**src/rtl/fetch_if.sv**
```systemverilog
// Fetch-stage bus: redirect/hazard controls from decode/execute, instruction
// memory port, and the F/D pipeline latch outputs.
interface fetch_if;
    logic        stall;
    logic        jump;
    logic [11:0] jump_target;
    logic        branch_taken;
    logic [11:0] branch_target;
    logic        halt;
    logic [11:0] imem_addr;
    logic [31:0] imem_data;
    logic [31:0] fd_instr;
    logic [11:0] fd_pc_plus1;
    logic        fd_valid;

    modport slave (
        input  stall, jump, jump_target, branch_taken, branch_target, halt,
        input  imem_data,
        output imem_addr, fd_instr, fd_pc_plus1, fd_valid
    );

    modport master (
        output stall, jump, jump_target, branch_taken, branch_target, halt,
        output imem_data,
        input  imem_addr, fd_instr, fd_pc_plus1, fd_valid
    );
endinterface

```
**src/rtl/fetch_stage.sv**
```systemverilog
// Instruction fetch: 12-bit PC, F/D pipeline latch, and a BOOT/RUN/HALTED
// controller; redirect priority is branch_taken > jump > halt > stall.
module fetch_stage (
    input  logic    clock,
    input  logic    reset,
    fetch_if.slave  bus
);

    typedef enum logic [1:0] {
        BOOT   = 2'd0,
        RUN    = 2'd1,
        HALTED = 2'd2
    } state_t;

    state_t      r_state;
    logic [11:0] r_pc;
    logic [31:0] r_fd_instr;
    logic [11:0] r_fd_pc_plus1;
    logic        r_fd_valid;
    logic [11:0] w_pc_plus1;

    assign w_pc_plus1 = r_pc + 12'd1;

    always_ff @(posedge clock or posedge reset) begin
        if (reset) begin
            r_state       <= BOOT;
            r_pc          <= '0;
            r_fd_instr    <= '0;
            r_fd_pc_plus1 <= '0;
            r_fd_valid    <= 1'b0;
        end else begin
            case (r_state)
                BOOT: begin
                    r_state <= RUN;
                end
                RUN: begin
                    if (bus.branch_taken || bus.jump) begin
                        // Redirect wins over halt; halt takes effect on a later cycle.
                        r_pc          <= bus.branch_taken ? bus.branch_target : bus.jump_target;
                        r_fd_instr    <= '0;
                        r_fd_pc_plus1 <= '0;
                        r_fd_valid    <= 1'b0;
                    end else if (bus.halt) begin
                        r_state       <= HALTED;
                        r_fd_instr    <= '0;
                        r_fd_pc_plus1 <= '0;
                        r_fd_valid    <= 1'b0;
                    end else if (!bus.stall) begin
                        r_pc          <= w_pc_plus1;
                        r_fd_instr    <= bus.imem_data;
                        r_fd_pc_plus1 <= w_pc_plus1;
                        r_fd_valid    <= 1'b1;
                    end
                end
                HALTED: begin
                    r_state <= HALTED;
                end
                default: begin
                    r_state <= BOOT;
                end
            endcase
        end
    end

    assign bus.imem_addr   = r_pc;
    assign bus.fd_instr    = r_fd_instr;
    assign bus.fd_pc_plus1 = r_fd_pc_plus1;
    assign bus.fd_valid    = r_fd_valid;

endmodule
```
**src/flat_wrapper.sv**
```systemverilog
// flat-port wrapper written by rule: the top's interface ports become plain ports
module fetch_stage_flat 
  (clock, reset, bus_stall, bus_jump, bus_jump_target, bus_branch_taken, bus_branch_target, bus_halt, bus_imem_data, bus_imem_addr, bus_fd_instr, bus_fd_pc_plus1, bus_fd_valid);
  fetch_if bus_i ();
  input  logic clock;
  input  logic reset;
  input wire logic [$bits(bus_i.stall)-1:0] bus_stall;
  input wire logic [$bits(bus_i.jump)-1:0] bus_jump;
  input wire logic [$bits(bus_i.jump_target)-1:0] bus_jump_target;
  input wire logic [$bits(bus_i.branch_taken)-1:0] bus_branch_taken;
  input wire logic [$bits(bus_i.branch_target)-1:0] bus_branch_target;
  input wire logic [$bits(bus_i.halt)-1:0] bus_halt;
  input wire logic [$bits(bus_i.imem_data)-1:0] bus_imem_data;
  output wire logic [$bits(bus_i.imem_addr)-1:0] bus_imem_addr;
  output wire logic [$bits(bus_i.fd_instr)-1:0] bus_fd_instr;
  output wire logic [$bits(bus_i.fd_pc_plus1)-1:0] bus_fd_pc_plus1;
  output wire logic [$bits(bus_i.fd_valid)-1:0] bus_fd_valid;
  assign bus_i.stall = bus_stall;
  assign bus_i.jump = bus_jump;
  assign bus_i.jump_target = bus_jump_target;
  assign bus_i.branch_taken = bus_branch_taken;
  assign bus_i.branch_target = bus_branch_target;
  assign bus_i.halt = bus_halt;
  assign bus_i.imem_data = bus_imem_data;
  assign bus_imem_addr = bus_i.imem_addr;
  assign bus_fd_instr = bus_i.fd_instr;
  assign bus_fd_pc_plus1 = bus_i.fd_pc_plus1;
  assign bus_fd_valid = bus_i.fd_valid;
  fetch_stage u_core (.clock(clock), .reset(reset), .bus(bus_i));
endmodule
```
**config.mk**
```make
export PLATFORM = sky130hd
export DESIGN_NAME = fetch_stage_flat
export DESIGN_NICKNAME = d
export VERILOG_FILES = /design/src/rtl/fetch_if.sv /design/src/rtl/fetch_stage.sv /design/src/flat_wrapper.sv
export SDC_FILE = /design/constraint.sdc
export NUM_CORES = 1
export LEC_CHECK = 0
export CORE_ASPECT_RATIO = 0.8
export CORE_MARGIN = 8
export CORE_UTILIZATION = 45
export DETAILED_ROUTE_END_ITERATION = 8
export GPL_TIMING_DRIVEN = 0
export PLACE_DENSITY_LB_ADDON = 0.15
export SYNTH_ARGS = -nofsm -noshare
export SYNTH_HDL_FRONTEND = slang
export SYNTH_SLANG_ARGS = --single-unit
```
**constraint.sdc**
```tcl
create_clock -name clock -period 5.5 [get_ports clock]
set_input_delay 1.1 -clock clock [delete_from_list [all_inputs] [get_ports clock]]
set_output_delay 1.1 -clock clock [all_outputs]
set_load 0.01 [all_outputs]
```
**Yosys cells after proc, flatten, opt, wreduce, memory -nomap -nowiden**

Cells that the tools add are included.

- Bits in registers: 59
- Bits of input ports: 62

- $add $sub $neg: 1
- Eq/ne operators: 7
- Multiplexer cells: 15
- Reductions and logical operators: 5

Operator list:

| operator | number |
|---|---|
| two-way mux 32 bit | 3 |
| two-way mux 12 bit | 6 |
| adder 12 x 1 -> 12 bit (second input constant) | 1 |
| case mux 2 bit (3 select lines) | 1 |
| two-way mux 2 bit | 2 |
| inequality test 2 x 1 -> 1 bit (second input constant) | 2 |
| inequality test 2 bit (second input constant) | 2 |
| AND reduction 2 bit | 2 |
| two-way mux 1 bit | 3 |
| inequality test 3 x 1 -> 1 bit (second input constant) | 1 |
| AND reduction 3 bit | 1 |
| == test 2 x 1 -> 1 bit (second input constant) | 1 |
| == test 2 bit (second input constant) | 1 |
| zero test 2 bit | 1 |
| logical OR 1 bit | 1 |

**Logic depth before layout (Yosys ltp)**

Gate-level depths: netlist of the first run.

- Depth after elaboration: 4
- Depth in mapped cells: 6

**Worst setup path before layout of the first run**

No wires, ideal clock.

- Path kind: input to register
- Start: in bus_jump
- End: reg u_core.r_fd_instr[0] (netlist: u_core.bus.fd_instr[0])
- Data arrival time: 2.269 ns
- Required time: 5.435 ns
- Slack: 3.166 ns
- Cell stages on the path: 5
- Cell sequence: or2_1 buf_6 nor4b_4 buf_6 a22o_2

- Longest elaborated chain between the ends: 3

RTL lines:

| what | RTL line | text |
|---|---|---|
| start: declaration | flat_wrapper.sv:8 | `input wire logic [$bits(bus_i.jump)-1:0] bus_jump;` |
| logical OR 1 bit * | fetch_stage.sv:37 | `if (bus.branch_taken \|\| bus.jump) begin` |
| inequality test 3 x 1 -> 1 bit (no source line) | - |  |
| AND reduction 2 bit (no source line) | - |  |
| end signal: assignment | fetch_stage.sv:50 | `r_fd_instr <= bus.imem_data;` |
| end: declaration | fetch_stage.sv:17 | `logic [31:0] r_fd_instr;` |

Every way passes the cells marked *; elsewhere a longest branch is shown, timed or not.
A chain may end at the register's enable or synchronous reset.

**Worst setup path in the final report of the first run**

- Start: in bus_jump
- End: reg u_core.r_fd_instr[20] (netlist: u_core.bus.fd_instr[20])

Same word-level chain as after synthesis.

==> results of run 1 <==
cell usage in the layout, fill, tap and decap left out, types with 3 or more instances in the layout:
cell type / count
a222oi_1: 3
o22a_1: 4
a22o_1: 19
xnor2_1: 5
clkdlybuf4s50_1: 118
nand2_1: 7
nor2_1: 12
o22ai_1: 6
a22o_2: 25
xor2_1: 5
nor3_1: 6
inv_1: 9
a21oi_1: 4
o21a_1: 3
dfrtp_1: 59
o2bb2ai_1: 3
buf_6: 5
o21ai_0: 6
nand3_1: 3
a31oi_1: 4
ha_1: 3
clkbuf_1: 5
clkbuf_8: 11
worst paths after layout:
check / slack, ns / from / to / cells past startpoint
min reg2reg: 0.48 / u_core.bus.fd_valid / u_core.bus.fd_valid / 1
max reg2reg: 3.49 / u_core.bus.imem_addr[2] / u_core.bus.fd_pc_plus1[11] / 4
min: 0.48 / u_core.bus.fd_valid / u_core.bus.fd_valid / 1
max: 2.65 / bus_jump / u_core.bus.fd_instr[20] / 6
max in group asynchronous: 3.89 / reset / u_core.bus.imem_addr[11] / 3
min in group asynchronous: 1.07 / reset / u_core.bus.fd_instr[25] / 2
through the flow:
step | power, mW | utilization | std cells
final | 1.68 | 0.717 | 433
after CTS | 1.70 | 0.717 | 433
after floorplan | 0.947 | - | 218
after global placement | 1.27 | 0.679 | 417
after global routing | 1.78 | 0.717 | 433
after detailed placement | 1.29 | 0.683 | 418
worst max-delay path: stages:
cell and delay (ns):
clkdlybuf4s50_1 0.53, or2_1 0.29, buf_6 0.15, nor4b_4 0.64, buf_6 0.23, a22o_1 0.16
final cells by class:
class                      instances  area [um^2]
tap                               81          101
fill                             445         1650
sequential                        59         1480
timing repair buffer             119         1200
buffer                            12         85.1
clock inverter                     4         50.0
inverter                          10         37.5
multi-input combinational        137         1070
clock buffer                      11          151
power breakdown:
group          leakage, nW  internal (mW)  switching, mW  total (mW)
clock               0.0974          0.230          0.169       0.400
sequential           0.789          0.539         0.0965       0.636
combinational        0.918          0.354          0.286       0.641
logic make-up (layout without fill, tap and decap cells):
group	count (synthesis)	after routing	share of synthesized area
buf+inv	22	156	0.0459
xor+xnor	10	10	0.0328
flops	59	59	0.553
fa+ha+maj	3	3	0.0141
compound gates	85	85	0.271
simple gates	35	35	0.0670
mux	4	4	0.0159
flip-flops by register name, summed over array words and instances, names as in the netlist:
name / flops
u_core.bus.fd_instr: 32
u_core.bus.fd_pc_plus1: 12
u_core.bus.fd_valid: 1
u_core.bus.imem_addr: 12
u_core.r_state: 2
layer usage:
metal,track usage,part of all wire
met1,0.237,0.41
met2,0.314,0.50
met3,0.0744,0.085
met4,0.0439,0.0063
met5,0,0
==> flow_summary_export.csv, run 1 <==
group,metric,value,unit
outcome,status,"finished, final reports clean",
layout,areaGrowthSynthToFinish,56.4,%
place,finalWeightedCongestion,0.841,
critical_path,worstSetupEndpointType,"register",
floorplan,rows,25,
critical_path,cp_max_fo,10,
floorplan,die-area,8670,um^2
cts,clockBufferDepth,2,
timing,fin_ws,2.65,ns
yosys,synth_edf_count,0,
global_routing,grt_max_degree,42,
floorplan,die_h,84.9,um
layout,drive_above_1_share,0.153,
critical_path,cp.arrival,3.12,ns
power,p_per_area,402,nW/um^2
critical_path,worstSetupPathType,"in -> reg",
floorplan,die_x,102,um
yosys,synth_cell_types,38,
drt,viasPerCell,5.41,
place,placed_area,3970,um^2
timing,max_freq,350,MHz
timing,hold_viol,0,
min_path,hold_class,"reg -> reg",
cts,cts_hold_buffers,0,
flow_run,cap_violations,0,
floorplan,initial_core_util,0.459,
critical_path,startpoint_type,"input port",
critical_path,worstPathRequired,5.76,ns
timing,tns,0,ns
yosys,syn_inst,218,
drt,via_count,2343,
cts,cts_resized,0,
yosys,yosysSeqAreaShare,0.553,
yosys,syn_nets,283,
timing,rsz0062_at_grt,"no",
yosys,synth_ff_type,"dfrtp_1",
yosys,synthArstFlopShare,1.00,
yosys,synth_top_cells_by_area,"dfrtp_1, a22o_2, a22o_1",
yosys,yosysTopAreaCell,"dfrtp_1",
cts,htree_levels,3,
global_routing,track_usage,0.194,
layout,final_nets,413,
timing,fin_crit,2.85,ns
yosys,synth_most_common_cell,"dfrtp_1",
floorplan,core,5820,um^2
timing,finalSetupViolations,0,
cts,tritoncts,"done",
timing,fin_crit_sh,0.519,
timing,fin_skew,0.00459,ns
timing,worst_pin_slew,0.751,ns
yosys,ys_ff_latch,59,
cts,cts_buffers,9,
drt,wl_per_cell,18.6,um
cts,path_clk_slew,0.07,ns
drt,finalWirelength,8050,um
drt,ant_nets,0,
floorplan,io_pins,119,
place,numPortBuffers,118,
place,pre_cts_ws,2.29,ns
cts,clkLatencyLatePin,0.33,ns
drt,dr.pass1.iters,6,
global_routing,antenna_found_initial,0,
drt,drtIter0Drc,154,
global_routing,overflow,0,
global_routing,grt_pass1_vias,2456,
timing,max_slew_margin,0.497,
yosys,avgSynthCellArea,12.2,um^2
timing,whs,0.478,ns
cts,cts-root-buf,"clkbuf_8",
timing,drv_slew,0,
yosys,synthTopCellsByCount,"dfrtp_1, a22o_2, a22o_1",
cts,clock-sinks,59,
layout,design_area,4170,um^2
drt,drc_errors,0,
yosys,synth_top_area_frac,0.553,
global_routing,grt_pass1_wl,12900,um
yosys,yosys_warnings,0,
place,place.detailed.hpwl,6150,um
cts,postCtsSetupBuffers,0,
power,vdd_ir_drop_max,0.238,mV
yosys,syn_area,2670,um^2
power,leakage,1.80,nW
layout,antennaDiodeCount,0,
(Power assumes the default switching activity.)
==> run 2, diff against run 1 <==
Settings changed: CORE_UTILIZATION 45 to 38.
Clock period 5.5 ns to 2.6 ns, I/O delays scaled along.
==> run 2 against run 1 <==
Register-to-register slack worse by 2.8 ns; sequential power up 110%; flip-flop and latch count unchanged; utilization down 11 points; critical endpoint is now u_core.bus.fd_instr[5]; largest power group is now registers.
==> flow_summary_export.csv, run 2 (synthesis gave the netlist of run 1 again) <==
group,metric,value,unit
layout,most-common-layout-cells,"clkdlybuf4s50_1, dfrtp_1, a22o_2",
critical_path,cp_slowest_cell,"clkdlybuf4s50_1",
critical_path,cp_max_fo,10,
drt,dr.pass1.iters,4,
power,p_int,2.38,mW
layout,drive_above_1_share,0.153,
min_path,hold_class,"reg -> reg",
layout,final_common_cell,"clkdlybuf4s50_1",
timing,fin_crit,2.28,ns
place,place.detailed.hpwl,6100,um
drt,wl_met1,3460,um
power,p_per_area,849,nW/um^2
floorplan,rows,27,
floorplan,initial_core_util,0.389,
drt,highest_layer,"met4",
layout,multi_input_comb_area,1070,um^2
timing,rsz0062_at_grt,"no",
flow_run,cap_violations,0,
floorplan,die_x,110,um
cts,postCtsSetupBuffers,0,
place,placed_area,3980,um^2
cts,tritoncts,"done",
place,numPortBuffers,118,
global_routing,antenna_found_initial,0,
power,leakage,1.80,nW
cts,cts-root-buf,"clkbuf_8",
critical_path,worstPathRequired,2.87,ns
layout,areaGrowthSynthToFinish,56.6,%
place,finalWeightedCongestion,0.830,
drt,wl_per_cell,18.4,um
critical_path,worstSetupPathType,"in -> reg",
floorplan,core,6860,um^2
drt,drc_errors,0,
timing,hold_viol,0,
cts,clockBufferDepth,2,
drt,dr_wl_met3,716,um
drt,ant_nets,0,
power,p_switching,1.17,mW
drt,wl_met2,3780,um
critical_path,startpoint_type,"input port",
timing,max_freq,438,MHz
critical_path,crit_path_max_incr_delay,0.51,ns
cts,cts_hold_buffers,0,
timing,fin_crit_sh,0.878,
global_routing,track_usage,0.168,
layout,antennaDiodeCount,0,
drt,via_count,2299,
power,power.share.clock,0.240,
timing,finalSetupViolations,0,
cts,clkLatencyLatePin,0.33,ns
layout,regArea,1480,um^2
layout,final_nets,413,
floorplan,die-area,9980,um^2
power,vdd_ir_drop_max,0.458,mV
timing,max_slew_margin,0.466,
global_routing,overflow,0,
critical_path,worstSetupEndpointType,"register",
cts,path_clk_slew,0.07,ns
critical_path,crit_chain,"clkdlybuf4s50_1 > or2_1 > buf_6 > o31ai_4 > clkbuf_1 > a22o_2",
timing,drv_slew,0,
layout,fill_cells,588,
global_routing,grt_pass1_wl,13100,um
cts,clock-sinks,59,
power,share_seq_of_total_power,0.380,
power,comb_power_share,0.380,
power,netSwitchingFraction,0.330,
drt,drtIter0Drc,108,
drt,viasPerCell,5.24,
cts,cts_buffers,9,
floorplan,io_pins,119,
cts,cts_resized,0,
layout,largest_reg_flops,32,
layout,design_area,4180,um^2
floorplan,die_h,91.0,um
cts,htree_levels,3,
critical_path,cp.arrival,2.55,ns
timing,tns,0,ns
outcome,status,"finished, final reports clean",
drt,finalWirelength,8090,um
timing,worst_pin_slew,0.797,ns
timing,fin_skew,0.00755,ns
global_routing,grt_max_degree,41,
global_routing,grt_pass1_vias,2506,
[run 2: cell counts in the layout (fill, tap and decap cells not counted)]
No cell type changed its count.
[run 2: path summary, 6_finish.rpt]
check / slack, ns / startpoint / depth (start not counted) / end
min reg2reg: 0.49 / u_core.bus.fd_valid / 1 / u_core.bus.fd_valid
max reg2reg: 0.70 / u_core.r_state[1] / 5 / u_core.bus.fd_instr[21]
max: 0.32 / bus_jump / 6 / u_core.bus.fd_instr[5]
min: 0.49 / u_core.bus.fd_valid / 1 / u_core.bus.fd_valid
max in group asynchronous: 1.51 / reset / 3 / u_core.bus.fd_pc_plus1[9]
min in group asynchronous: 0.52 / reset / 2 / u_core.bus.fd_instr[25]
[run 2: layer usage]
| layer | global-route usage | vias to the layer above |
|---|---|---|
| met5 | 0 | - |
| met4 | 0.0550 | 0 |
| met3 | 0.0629 | 11 |
| met2 | 0.256 | 82 |
| met1 | 0.215 | 1115 |
| li1 | - | 1091 |
[run 2: final cells by class]
cell class,count,area share
flip-flops and latches,59,0.353
repair buffers,119,0.287
plain buffers,12,0.0204
clock inverters,4,0.0120
clock buffers,11,0.0362
inverters,10,0.00898
well taps,87,0.0260
multi-input cells,137,0.256
[run 2: power by group through the flow]
stage	registers [mW]	logic (mW)	clock network, mW
finish	1.35	1.35	0.850
global route	1.38	1.47	0.917
CTS	1.35	1.38	0.876
detailed placement	1.36	1.37	0
global placement	1.35	1.35	0
floorplan	1.43	0.577	0
[run 2: critical path: cells and delay by family]
kind                   cells  cell delay [ns]
buffers and inverters      3             1.09
AND/OR/NAND/NOR            1             0.28
AO/OA/AOI/OAI              2             0.66
[run 2: through the flow]
stage / util / setup slack [ns] / total power, mW / hold WS, ns / cells
after floorplan: - / 0.624 / 2.00 / 0.481 / 218
after global placement: 0.577 / -0.522 / 2.71 / 0.462 / 423
after detailed placement: 0.580 / -0.0621 / 2.73 / 0.481 / 424
after CTS: 0.610 / 0.306 / 3.60 / 0.502 / 439
after global routing: 0.610 / 0.203 / 3.77 / 0.516 / 439
final: 0.610 / 0.318 / 3.55 / 0.493 / 439
